## config.mk

```make
export PLATFORM = sky130hd
export DESIGN_NAME = duty_slew_ctrl
export DESIGN_NICKNAME = d
export VERILOG_FILES = /design/src/rtl/duty_slew_ctrl.sv
export SDC_FILE = /design/constraint.sdc
export NUM_CORES = 1
export LEC_CHECK = 0
export CAP_MARGIN = 20
export CELL_PAD_IN_SITES_DETAIL_PLACEMENT = 0
export CELL_PAD_IN_SITES_GLOBAL_PLACEMENT = 2
export CORE_UTILIZATION = 29
export DETAILED_ROUTE_END_ITERATION = 10
export HOLD_SLACK_MARGIN = 0.08
export PLACE_DENSITY_LB_ADDON = 0.1
export SETUP_SLACK_MARGIN = 0.4
export SYNTH_ARGS = -nofsm -noshare
export SYNTH_HDL_FRONTEND = slang
export SYNTH_SLANG_ARGS = --single-unit
```

## constraint.sdc

```tcl
create_clock -name clock -period 4.3 [get_ports clock]
set_input_delay 0.86 -clock clock [delete_from_list [all_inputs] [get_ports clock]]
set_output_delay 0.86 -clock clock [all_outputs]
set_load 0.02 [all_outputs]
```

## src/rtl/duty_slew_ctrl.sv

```systemverilog
// duty_slew_ctrl
//   Feeds the PWM core's 7-bit duty input. A target duty (percent) is
//   accepted over a valid/ready handshake, clamped to MAX_DUTY, and the
//   registered duty output walks toward it by STEP once every STEP_PERIOD
//   clocks. This keeps abrupt duty changes away from the PWM stage.
//
// Parameters
//   STEP_PERIOD : clocks per slew tick (>= 2)
//   STEP        : duty change per tick (1..100)
//   MAX_DUTY    : upper clamp for accepted targets (<= 127)
//
// Ports
//   clock           in   system clock, rising edge
//   reset           in   asynchronous, active-high
//   io_target_valid in   target offered
//   io_target_ready out  high in IDLE only
//   io_target_bits  in   requested duty, percent
//   io_hold         in   freezes tick counter and duty during a ramp
//   io_dutyCycle    out  registered duty to the PWM core
//   io_busy         out  ramp in progress
//   io_done         out  one-cycle pulse when a ramp (or equal target) completes
//   o_dbg_state     out  FSM state: 0 IDLE, 1 RAMP_UP, 2 RAMP_DOWN
//
// Handshake: a target transfers on a rising edge where io_target_valid and
// io_target_ready are both high. Ready depends only on the FSM state, never
// on valid. Targets offered while busy are not taken and are not queued.

module duty_slew_ctrl #(
  parameter int STEP_PERIOD = 100,
  parameter int STEP        = 1,
  parameter int MAX_DUTY    = 100
) (
  input  logic       clock,
  input  logic       reset,
  input  logic       io_target_valid,
  output logic       io_target_ready,
  input  logic [6:0] io_target_bits,
  input  logic       io_hold,
  output logic [6:0] io_dutyCycle,
  output logic       io_busy,
  output logic       io_done,
  output logic [1:0] o_dbg_state
);

  localparam int CW = (STEP_PERIOD > 2) ? $clog2(STEP_PERIOD) : 1;
  localparam logic [CW-1:0] CNT_LAST = CW'(STEP_PERIOD - 1);
  localparam logic [6:0]    MAX7     = 7'(MAX_DUTY);
  localparam logic [6:0]    STEP7    = 7'(STEP);
  localparam logic [7:0]    STEP8    = 8'(STEP);

  typedef enum logic [1:0] {
    IDLE      = 2'd0,
    RAMP_UP   = 2'd1,
    RAMP_DOWN = 2'd2
  } state_t;

  state_t        r_state;
  logic [CW-1:0] r_cnt;
  logic [6:0]    r_tgt;
  logic [6:0]    r_duty;
  logic          r_done;

  logic [6:0] w_clamped;
  logic [7:0] w_up_gap;
  logic [7:0] w_dn_gap;
  logic       w_tick;

  assign w_clamped = (io_target_bits > MAX7) ? MAX7 : io_target_bits;
  // Remaining distance, computed one bit wider so it can never wrap.
  assign w_up_gap  = {1'b0, r_tgt} - {1'b0, r_duty};
  assign w_dn_gap  = {1'b0, r_duty} - {1'b0, r_tgt};
  assign w_tick    = !io_hold && (r_cnt == CNT_LAST);

  always_ff @(posedge clock or posedge reset) begin
    if (reset) begin
      r_state <= IDLE;
      r_cnt   <= '0;
      r_tgt   <= '0;
      r_duty  <= '0;
      r_done  <= 1'b0;
    end else begin
      r_done <= 1'b0;
      case (r_state)
        IDLE: begin
          if (io_target_valid) begin
            r_tgt <= w_clamped;
            r_cnt <= '0;
            if (w_clamped > r_duty)      r_state <= RAMP_UP;
            else if (w_clamped < r_duty) r_state <= RAMP_DOWN;
            else                         r_done  <= 1'b1;
          end
        end
        RAMP_UP: begin
          if (!io_hold) r_cnt <= w_tick ? '0 : r_cnt + CW'(1);
          if (w_tick) begin
            if (w_up_gap <= STEP8) begin
              r_duty  <= r_tgt;
              r_state <= IDLE;
              r_done  <= 1'b1;
            end else begin
              // Gap exceeds STEP here, so the sum stays below r_tgt.
              r_duty <= r_duty + STEP7;
            end
          end
        end
        RAMP_DOWN: begin
          if (!io_hold) r_cnt <= w_tick ? '0 : r_cnt + CW'(1);
          if (w_tick) begin
            if (w_dn_gap <= STEP8) begin
              r_duty  <= r_tgt;
              r_state <= IDLE;
              r_done  <= 1'b1;
            end else begin
              // Gap exceeds STEP here, so the difference stays above r_tgt.
              r_duty <= r_duty - STEP7;
            end
          end
        end
        default: r_state <= IDLE;
      endcase
    end
  end

  assign io_target_ready = (r_state == IDLE);
  assign io_busy         = (r_state != IDLE);
  assign io_dutyCycle    = r_duty;
  assign io_done         = r_done;
  assign o_dbg_state     = r_state;

endmodule

```

# After elaboration in Yosys (flattened, before gate mapping)
# Index checks and enable logic that the tools add are counted.
[totals]
register_bits = 24
out_inout_bits = 12
elab_cells = 62
[classes]
n_reduce_logical = 11
eq_ne = 10
n_mux = 26
magnitude_cmp = 5
addsub = 5
[op_table]
columns = ["op", "count"]
rows = [
  ["$mux W7", 8],
  ["$pmux W7 S2", 2],
  ["$le A8 B1 Y1 const B", 2],
  ["$sub A7 B7 Y8", 2],
  ["$add A7 B1 Y7 const B", 2],
  ["$mux W2", 7],
  ["$ne A2 B2 Y1 const B", 6],
  ["$eq A7 B7 Y1 const B", 1],
  ["$gt A7 B7 Y1", 1],
  ["$gt A7 B7 Y1 const B", 1],
  ["$lt A7 B7 Y1", 1],
  ["$mux W1", 7],
  ["$sub A7 B1 Y7 const B", 1],
  ["$pmux W2 S3", 1],
  ["$reduce_and A3 Y1", 2],
  ["$reduce_and A6 Y1", 1],
  ["$reduce_bool A2 Y1", 3],
  ["$ne A3 B1 Y1 const B", 1],
  ["$pmux W1 S3", 1],
  ["$eq A2 B1 Y1 const B", 1],
  ["$eq A2 B2 Y1 const B", 1],
  ["$logic_not A2 Y1", 1],
  ["$reduce_and A2 Y1", 1],
  ["$reduce_or A2 Y1", 1],
  ["other kinds (2)", 2],
]

# Longest topological paths before layout
# Gate-level depths: netlist (run 1).
[depth]
word_depth = 7
mapped_depth = 11

# Least setup slack after synthesis (run 1)
# Ideal clock, no wire load.
[synth_timing]
path_kind = "reg-to-reg"
start = "reg r_duty[0] (netlist: io_dutyCycle[0])"
end = "reg r_state[1] (netlist: o_dbg_state[1])"
path_slack_ns = 1.274
arrival_ns = 2.901
stages_incl_launch_ff = 12
n_path_buf = 0
cell_sequence = "dfrtp_1 inv_1 ha_1 inv_1 fa_1 a211oi_1 or3_1 o211ai_1 a2111oi_4 nand3_1 a221o_1 mux2_4"
[synth_via]
elab_chain_len = 4
[synth_rtl]
columns = ["item", "line", "rtl"]
rows = [
  ["from (decl)", "60", "logic [6:0] r_duty;"],
  ["from (signal assigned)", "97", "r_duty <= r_tgt;"],
  ["from (signal assigned)", "102", "r_duty <= r_duty + STEP7;"],
  ["from (signal assigned)", "110", "r_duty <= r_tgt;"],
  ["$sub A7 B7 Y8, or another cell as far along", "71", "assign w_dn_gap = {1'b0, r_duty} - {1'b0, r_tgt};"],
  ["$le A8 B1 Y1, or another cell as far along", "109", "if (w_dn_gap <= STEP8) begin"],
  ["$ne A2 B2 Y1 (no line) / $mux W2 (equally long branches)", "-", ""],
  ["$reduce_and A6 Y1 (no line) / $pmux W2 S3 (equally long branches)", "-", ""],
  ["to (signal assigned)", "76", "r_state <= IDLE;"],
  ["to (signal assigned)", "111", "r_state <= IDLE;"],
  ["to (signal assigned)", "119", "default: r_state <= IDLE;"],
  ["to (decl)", "57", "state_t r_state;"],
]
# Parallel ways exist; a longest one is shown, timed or not. The select of a mux whose other input is x is not followed.
# A chain may end at the register's enable or synchronous reset.

# Worst setup path after layout (run 1)
[layout_timing]
start = "reg r_duty[0] (netlist: io_dutyCycle[0])"
end = "reg r_duty[3] (netlist: io_dutyCycle[3])"
[layout_via]
elab_chain_len = 5
[layout_rtl]
columns = ["item", "line", "rtl"]
rows = [
  ["$sub A7 B7 Y8 (on tied branches)", "71, 70", ""],
  ["$le A8 B1 Y1 (on tied branches)", "109, 96", ""],
  ["$mux W7 (on tied branches)", "109, 96", ""],
  ["$mux W7 (on tied branches)", "108, 95", ""],
  ["$pmux W7 S2 (*)", "83", "case (r_state)"],
]
# Every way passes the cells marked *; elsewhere a longest branch is shown, timed or not. The select of a mux whose other input is x is not followed.

==> out/metrics.csv, run 1 <==
metric,value,unit
cts_buffers,3,
drive_above_1_share,0.0825,
die_area,8530,um2
ys_ff_latch,24,
grtUsageTotal,0.172,
final_area,2780,um2
clockBufferDepth,2,
wl_per_cell,16.9,um
wl,6840,um
dp.final_hpwl,5450,um
clkSinkCount,24,
grt_max_degree,25,
period_minus_slack,3.51,ns
routabilityCongestion,0.788,
cp.buffers_inverters,2,
antennaDiodeCount,0,
cp_max_fo,8,
tns,0,ns
ys_types,53,
cp_slowest_cell,a2111o_1,
holdPathEnd,r_cnt[6],
relSlewSlack,0.464,
yosysTopAreaCellShare,0.254,
final_cells,405,
tritoncts,built,
setup_viol,0,
tightest_slew,0.797,ns
crit_path_cell_trace,"inv_1, ha_1, inv_1, fa_1, a211oi_1, or3_1, o211ai_1, a2111o_1, nor3_4, o21ai_1, o221a_2",
fill_cells,848,
post_cts_buffers,0,
synth-edff-count,0,
die_y,92.4,um
placed_cells,400,
drt_iter0_drc,85,
rr_worst_depth,11,
fin_skew,0.00581,ns
coreArea,7810,um2
path_class,reg2reg,
p_per_area,494,nW/um2
fin_crit_sh,0.816,
max_stage_delay,0.50,ns
critPathRequiredTime,4.47,ns
netlist_area,2370,um2
critPathArrivalTime,3.68,ns
die_w,92.4,um
first_global_vias,2170,
ctsHoldBuffers,0,
area_delta_synth_final,17.5,%
num_rows,32,
drtAntennaViolNets,0,
yosysWarnings,0,
clk_latency,0.28,ns
clk_pin_slew,0.10,ns
grt_pass1_wl,11400,um
initial_core_util,0.303,
grt_remaining_overflow,0,
rsz0062_at_grt,false,
io_pins,23,
final_cell_mix,"ha_1, inv_1, dfrtp_1",
nets,345,
critical_path.top_delay_family,compound AO/OA/AOI/OAI gates,
ys_seq_area_frac,0.254,
hold_depth,2,
hold_path.class,reg2reg,
synthTopCellsByArea,"dfrtp_1, ha_1, inv_1",
r2r_start,io_dutyCycle[0],
p_leak,1.19,nW
yosysTopAreaCell,dfrtp_1,
ir_worst_vdd,188,uV
antenna_found_initial,0,
drc,0,
r2r_setup_slack,0.79,ns
firstDrtPassIters,4,
end_kind,flop,
syn_nets,323,
dr_total_vias,2123,
hold_viol_final,0,
viasPerCell,5.24,
cap_viol_max_count,0,
min_from,r_cnt[6],
final_common_cell,ha_1,
avgSynthCellArea,8.39,um2
cp_common_cell,inv_1,
htree_num_levels,1,
status,finished clean,
post_cts_resized,0,
timing.fmax,285,MHz
synth_top_flop_cell,dfrtp_1,
dpl_cell_area,2700,um2
async_flop_share,1.00,
r2r_end,io_dutyCycle[3],
start_kind,flop,
io_buffers,22,
syn_inst,282,
clock_tree.root_cell,clkbuf_8,
drv_slew,0,
==> routing by layer <==
metal  GRT usage  up-vias  share of wire  routed length [um]
met3      0.0271        7          0.025                 174
met1       0.244     1033           0.52                3530
met2       0.275       29           0.45                3060
met4      0.0339        0          0.010                  70
li1            -     1054              -                   -
met5           0        -              0                   0
==> logic make-up (layout without fill, tap and decap cells) <==
kind of cell	count (synthesis)	count (layout)	share of synthesized area
AND/OR/NAND/NOR	93	93	0.200
buffers and inverters	35	56	0.0571
multiplexers	11	11	0.0513
XOR/XNOR	10	10	0.0370
AO/OA/AOI/OAI	79	79	0.236
flip-flops	24	24	0.254
adder cells (fa/ha/maj)	30	30	0.165
==> cell type report <==
| class | instances | area, um2 | share of cell area |
|---|---|---|---|
| clock buffers | 4 | 55.1 | 0.0198 |
| inverters | 26 | 97.6 | 0.0351 |
| multi-input cells | 223 | 1630 | 0.586 |
| flip-flops and latches | 24 | 601 | 0.216 |
| well taps | 102 | 128 | 0.0459 |
| repair buffers | 26 | 270 | 0.0971 |
==> Yosys cell counts, drive strengths merged (3+ instances only) <==
library cell	instances
inv	26
mux2i	5
o211ai	6
xnor2	4
nand2	21
clkbuf	6
nor2b	6
and3	4
nor2	22
xor2	6
o21a	5
ha	28
nand4	3
or3	4
nor3	7
dfrtp	24
mux2	6
or2	4
o21ai	20
a211oi	4
nand2b	4
buf	3
a21oi	19
nand3	11
==> tightest hold or removal path, stage by stage, from the launching register on <==
cell,delay (ns)
dfrtp_1,0.41
o21ai_0,0.08
a21oi_1,0.06
==> per-stage QoR <==
step           hold slack (ns)  total power [mW]  setup WS (ns)   util
3_5_place_dp             0.565              1.21          0.741  0.346
3_3_place_gp             0.563              1.21          0.801  0.346
5_1_grt                  0.627              1.50          0.610  0.356
2_1_floorplan            0.497             0.972           1.27      -
6_report                 0.580              1.37          0.790  0.356
4_1_cts                  0.588              1.38          0.781  0.353
==> power by group <==
group	switching (mW)	total [mW]	leakage (nW)	internal (mW)
sequential	0.0639	0.341	0.301	0.277
clock	0.0825	0.165	0.0288	0.0820
combinational	0.527	0.869	0.865	0.341
total	0.674	1.37	1.19	0.700
==> worst max-delay path by stage <==
stage                                 end  cells past startpoint              start
after floorplan            o_dbg_state[1]                     11    io_dutyCycle[0]
after detailed placement   o_dbg_state[1]                     12  io_target_bits[6]
final                     io_dutyCycle[3]                     11    io_dutyCycle[0]
after global placement     o_dbg_state[1]                     12  io_target_bits[6]
after global routing      io_dutyCycle[3]                     11    io_dutyCycle[0]
after CTS                 io_dutyCycle[3]                     11    io_dutyCycle[0]
==> state kept, by name (all words and copies together) (netlist names) <==
signal and cells:
io_done 1, io_dutyCycle 7, o_dbg_state 2, r_cnt 7, r_tgt 7
Power figures use the tool's default switching activity.
==> inputs of run 2 (changes only) <==
- clock period: 4.3 -> 2.83 ns (I/O delays scaled with it)
==> out/metrics.csv, run 2 (synthesis gave the netlist of run 1 again) <==
metric,value,unit
nets,398,
timing.fmax,345,MHz
r2r_end,io_dutyCycle[6],
firstDrtPassIters,4,
p_per_area,748,nW/um2
viasPerCell,5.08,
htree_num_levels,1,
grtUsageTotal,0.185,
r2r_setup_slack,-0.07,ns
cp_slowest_cell,dfrtp_2,
io_buffers,22,
path_class,reg2reg,
die_y,92.4,um
dpl_cell_area,3130,um2
hold_path.class,reg2reg,
cp.buffers_inverters,4,
ctsHoldBuffers,0,
hold_viol_final,0,
io_pins,23,
routabilityCongestion,0.780,
die_area,8530,um2
start_kind,flop,
setup_ws,-0.0709,ns
clk_pin_slew,0.11,ns
antennaDiodeCount,0,
period_minus_slack,2.90,ns
num_rows,32,
clockBufferDepth,2,
drt_iter0_drc,82,
final_cell_mix,"buf_4, ha_1, inv_1",
die_w,92.4,um
end_kind,flop,
first_global_vias,2409,
worstSetupPathDepth,13,
grt_remaining_overflow,0,
max_stage_delay,0.41,ns
tritoncts,built,
relSlewSlack,0.659,
setup_viol,5,
clkSinkCount,24,
grt_max_degree,16,
power.total,2.49,mW
coreArea,7810,um2
clock_tree.root_cell,clkbuf_8,
fin_skew,0.0161,ns
rsz0062_at_grt,true,
area_delta_synth_final,40.9,%
drv_slew,0,
drive_above_1_share,0.301,
dp.final_hpwl,5800,um
fin_hold_ws,0.572,ns
p_leak,1.48,nW
drc,0,
dr_total_vias,2325,
rr_worst_depth,13,
critPathLaunch,io_dutyCycle[0],
clk_latency,0.28,ns
antenna_found_initial,0,
violations,negative setup slack,
ir_worst_vdd,394,uV
critical_path.top_delay_family,compound AO/OA/AOI/OAI gates,
critPathArrivalTime,3.10,ns
status,finished with violations,
wl_per_cell,15.5,um
final_area,3330,um2
cp_max_fo,7,
grt_pass1_wl,12300,um
initial_core_util,0.303,
crit_path_cell_trace,"buf_4, buf_6, ha_4, fa_2, nor2b_2, o21a_1, a2111oi_2, o211ai_1, buf_4, nor3_4, buf_4, o21a_4, a221oi_2",
setup.worst_path.end,io_dutyCycle[6],
cp_common_cell,buf_4,
fin_crit_sh,1.03,
tightest_slew,0.511,ns
critPathRequiredTime,3.03,ns
wl,7110,um
final_common_cell,buf_4,
cap_viol_max_count,0,
drtAntennaViolNets,0,
r2r_start,io_dutyCycle[0],
cts_buffers,3,
run 2: cell types whose count changed in the layout (fill, tap and decap cells not counted), moves of 3 or more:
| cell | delta |
|---|---|
| o21ai_2 | +3 |
| inv_1 | -3 |
| dfrtp_1 | -5 |
| buf_6 | +3 |
| inv_2 | +3 |
| buf_4 | +50 |
| dfrtp_2 | +5 |
run 2: final cells by class:
cell class                 count  area [um2]
tap                          102         128
multi-input combinational    223        1760
timing repair buffer          79         674
clock inverter                 1        30.0
clock buffer                   3        41.3
fill                         821        4470
sequential                    24         607
inverter                      26        97.6
run 2: worst min path at each step:
stage	from	endpoint	slack (ns)	cells after the start
CTS	r_tgt[6]	r_tgt[6]	0.58	1
global route	r_tgt[6]	r_tgt[6]	0.60	1
floorplan	r_tgt[5]	r_tgt[5]	0.51	1
detailed placement	r_tgt[6]	r_tgt[6]	0.55	1
finish	r_cnt[6]	r_cnt[6]	0.57	2
global placement	r_cnt[0]	r_cnt[0]	0.56	2
run 2: what timing repair did:
action,CTS,global route
pin swaps,6,7
gates cloned,0,0
buffers inserted,3,2
endpoints found under the setup margin,10,11
resized for setup,15,9
run 2: worst register-to-register path, delay by kind of cell (launching register included):
family	cells	cell delay, ns
flip-flops	1	0.41
AND/OR/NAND/NOR	2	0.18
adder cells (fa/ha/maj)	2	0.51
buffers and inverters	4	0.63
AO/OA/AOI/OAI	5	1.08
run 2: stage by stage:
| stage | util | TNS [ns] | setup slack [ns] | instances |
|---|---|---|---|---|
| 6_report | 0.427 | -0.263 | -0.0709 | 458 |
| 5_1_grt | 0.427 | -1.33 | -0.218 | 458 |
| 3_5_place_dp | 0.400 | -1.10 | -0.441 | 449 |
| 4_1_cts | 0.420 | -0.116 | -0.0748 | 456 |
| 3_3_place_gp | 0.400 | -1.03 | -0.391 | 449 |
| 2_1_floorplan | - | -0.0396 | -0.0396 | 282 |
run 2: metal layers:
layer / part of all wire / track usage / vias up
li1: - / - / 1172
met1: 0.50 / 0.265 / 1097
met2: 0.46 / 0.295 / 45
met3: 0.025 / 0.0197 / 11
met4: 0.018 / 0.0508 / 0
met5: 0 / 0 / -
run 2: power breakdown:
| part | switching (mW) | internal [mW] | total (mW) |
|---|---|---|---|
| Combinational | 0.912 | 0.761 | 1.67 |
| Clock | 0.128 | 0.190 | 0.318 |
| Sequential | 0.0839 | 0.421 | 0.504 |
| Total | 1.12 | 1.37 | 2.49 |
==> inputs of run 3 (changes only) <==
- CORE_ASPECT_RATIO: not set -> 0.75
- RECOVER_POWER: not set -> 50
==> out/metrics.csv, run 3 (synthesis gave the netlist of run 1 again) <==
metric,value,unit
end_kind,flop,
setup_viol,7,
r2r_start,io_dutyCycle[0],
num_rows,28,
clk_pin_slew,0.10,ns
area_delta_synth_final,38.4,%
drc,0,
routabilityCongestion,0.779,
fin_crit_sh,1.04,
clockBufferDepth,2,
io_buffers,22,
coreArea,7880,um2
die_area,8530,um2
r2r_setup_slack,-0.11,ns
timing.fmax,340,MHz
first_global_vias,2019,
fin_util,0.416,
final_cell_mix,"buf_4, inv_1, nor2_1, ha_1, nand2_1",
crit_path_cell_trace,"inv_2, ha_4, inv_2, fa_2, a211oi_4, or3_1, o211ai_1, a2111oi_4, nand3_1, a221o_1, mux2_4",
multiInputGateArea,1790,um2
status,finished with violations,
cp_common_cell,inv_2,
nets,389,
die_w,106,um
seq_area,607,um2
drt_iter0_drc,97,
p_int,1.36,mW
dr_total_vias,2263,
grt_max_degree,25,
hold_viol_final,0,
drtAntennaViolNets,0,
grt_remaining_overflow,0,
grt_pass1_wl,11200,um
tns,-0.325,ns
final_common_cell,buf_4,
hold_depth,2,
r2r_end,o_dbg_state[1],
fill_cells,831,
start_kind,flop,
p_per_area,771,nW/um2
viasPerCell,5.01,
p_seq_frac,0.204,
setup_ws,-0.114,ns
clock_tree.root_cell,clkbuf_8,
critPathArrivalTime,3.12,ns
rsz0062_at_grt,true,
p_sw,1.17,mW
dp.final_hpwl,5800,um
holdPathEnd,r_cnt[6],
antennaDiodeCount,0,
ir_worst_vdd,422,uV
antenna_found_initial,0,
p_leak,1.43,nW
drv_slew,24,
drive_above_1_share,0.285,
cp_max_fo,3,
cts_buffers,3,
wl_per_cell,16.2,um
rr_worst_depth,11,
relSlewSlack,-0.000737,
die_y,80.2,um
fin_skew,0.0121,ns
period_minus_slack,2.94,ns
cp_slowest_cell,a2111oi_4,
path_class,reg2reg,
htree_num_levels,1,
critPathRequiredTime,3.01,ns
p_clk_frac,0.127,
max_stage_delay,0.46,ns
p_comb_frac,0.670,
tritoncts,built,
io_pins,23,
clk_latency,0.28,ns
clkSinkCount,24,
tightest_slew,1.50,ns
grtUsageTotal,0.173,
wl,7330,um
firstDrtPassIters,4,
violations,"max-capacitance violations, max-slew violations, negative setup slack",
cap_viol_max_count,1,
swShare,0.463,
initial_core_util,0.300,
min_from,r_cnt[6],
hold_path.class,reg2reg,
-- run 3: worst max-delay path by stage --
stage,from,endpoint,slack (ns),depth (start not counted)
final,io_dutyCycle[0],o_dbg_state[1],-0.11,11
after global placement,io_target_bits[6],o_dbg_state[1],-0.42,13
after detailed placement,io_target_bits[2],o_dbg_state[1],-0.45,13
after global routing,io_dutyCycle[0],o_dbg_state[1],-0.19,11
after floorplan,io_dutyCycle[0],o_dbg_state[1],-0.04,11
after CTS,io_dutyCycle[0],o_dbg_state[1],-0.07,11
-- run 3: per-layer routing --
metal,vias to the layer above,global-route usage,share of wire
met5,-,0,0
met4,0,0.0208,0.0033
met3,2,0.0252,0.038
met2,50,0.251,0.41
met1,1058,0.270,0.55
li1,1153,-,-
-- run 3: layout make-up --
type                       instances  share of cell area
multi-input combinational        223               0.548
sequential                        24               0.185
timing repair buffer              70               0.175
tap                              105              0.0401
inverter                          26              0.0298
clock buffer                       3              0.0126
clock inverter                     1             0.00917
-- run 3: power by group through the flow --
stage               Clock (mW)  Sequential (mW)  Combinational [mW]
floorplan                    0            0.501                1.00
global placement             0            0.519                1.55
detailed placement           0            0.517                1.55
CTS                      0.325            0.510                1.59
global route             0.342            0.527                1.85
finish                   0.320            0.515                1.69
-- run 3: stage by stage --
| step | worst slack, ns | power, mW | hold WS [ns] | area, um2 | cells |
|---|---|---|---|---|---|
| floorplan | -0.0396 | 1.50 | 0.506 | 2410 | 282 |
| finish | -0.114 | 2.53 | 0.560 | 3280 | 452 |
| global route | -0.191 | 2.72 | 0.603 | 3280 | 452 |
| detailed placement | -0.453 | 2.07 | 0.546 | 3040 | 442 |
| global placement | -0.418 | 2.07 | 0.545 | 3040 | 442 |
| CTS | -0.0711 | 2.42 | 0.564 | 3160 | 448 |
-- run 3: worst max-delay path, delay by kind of cell, from the launching register on --
family / cells / cell delay, ns
adders and majority gates: 2 / 0.50
AOI/OAI and AO/OA: 4 / 1.24
muxes: 1 / 0.30
DFF: 1 / 0.41
and+or+nand+nor: 2 / 0.28
buffers and inverters: 2 / 0.10
-- run 3: what timing repair did --
action,in CTS,in global routing
endpoints found under the setup margin,10,11
setup buffers,2,4
resized for setup,14,18
hold buffers,0,0
pin swaps,13,10
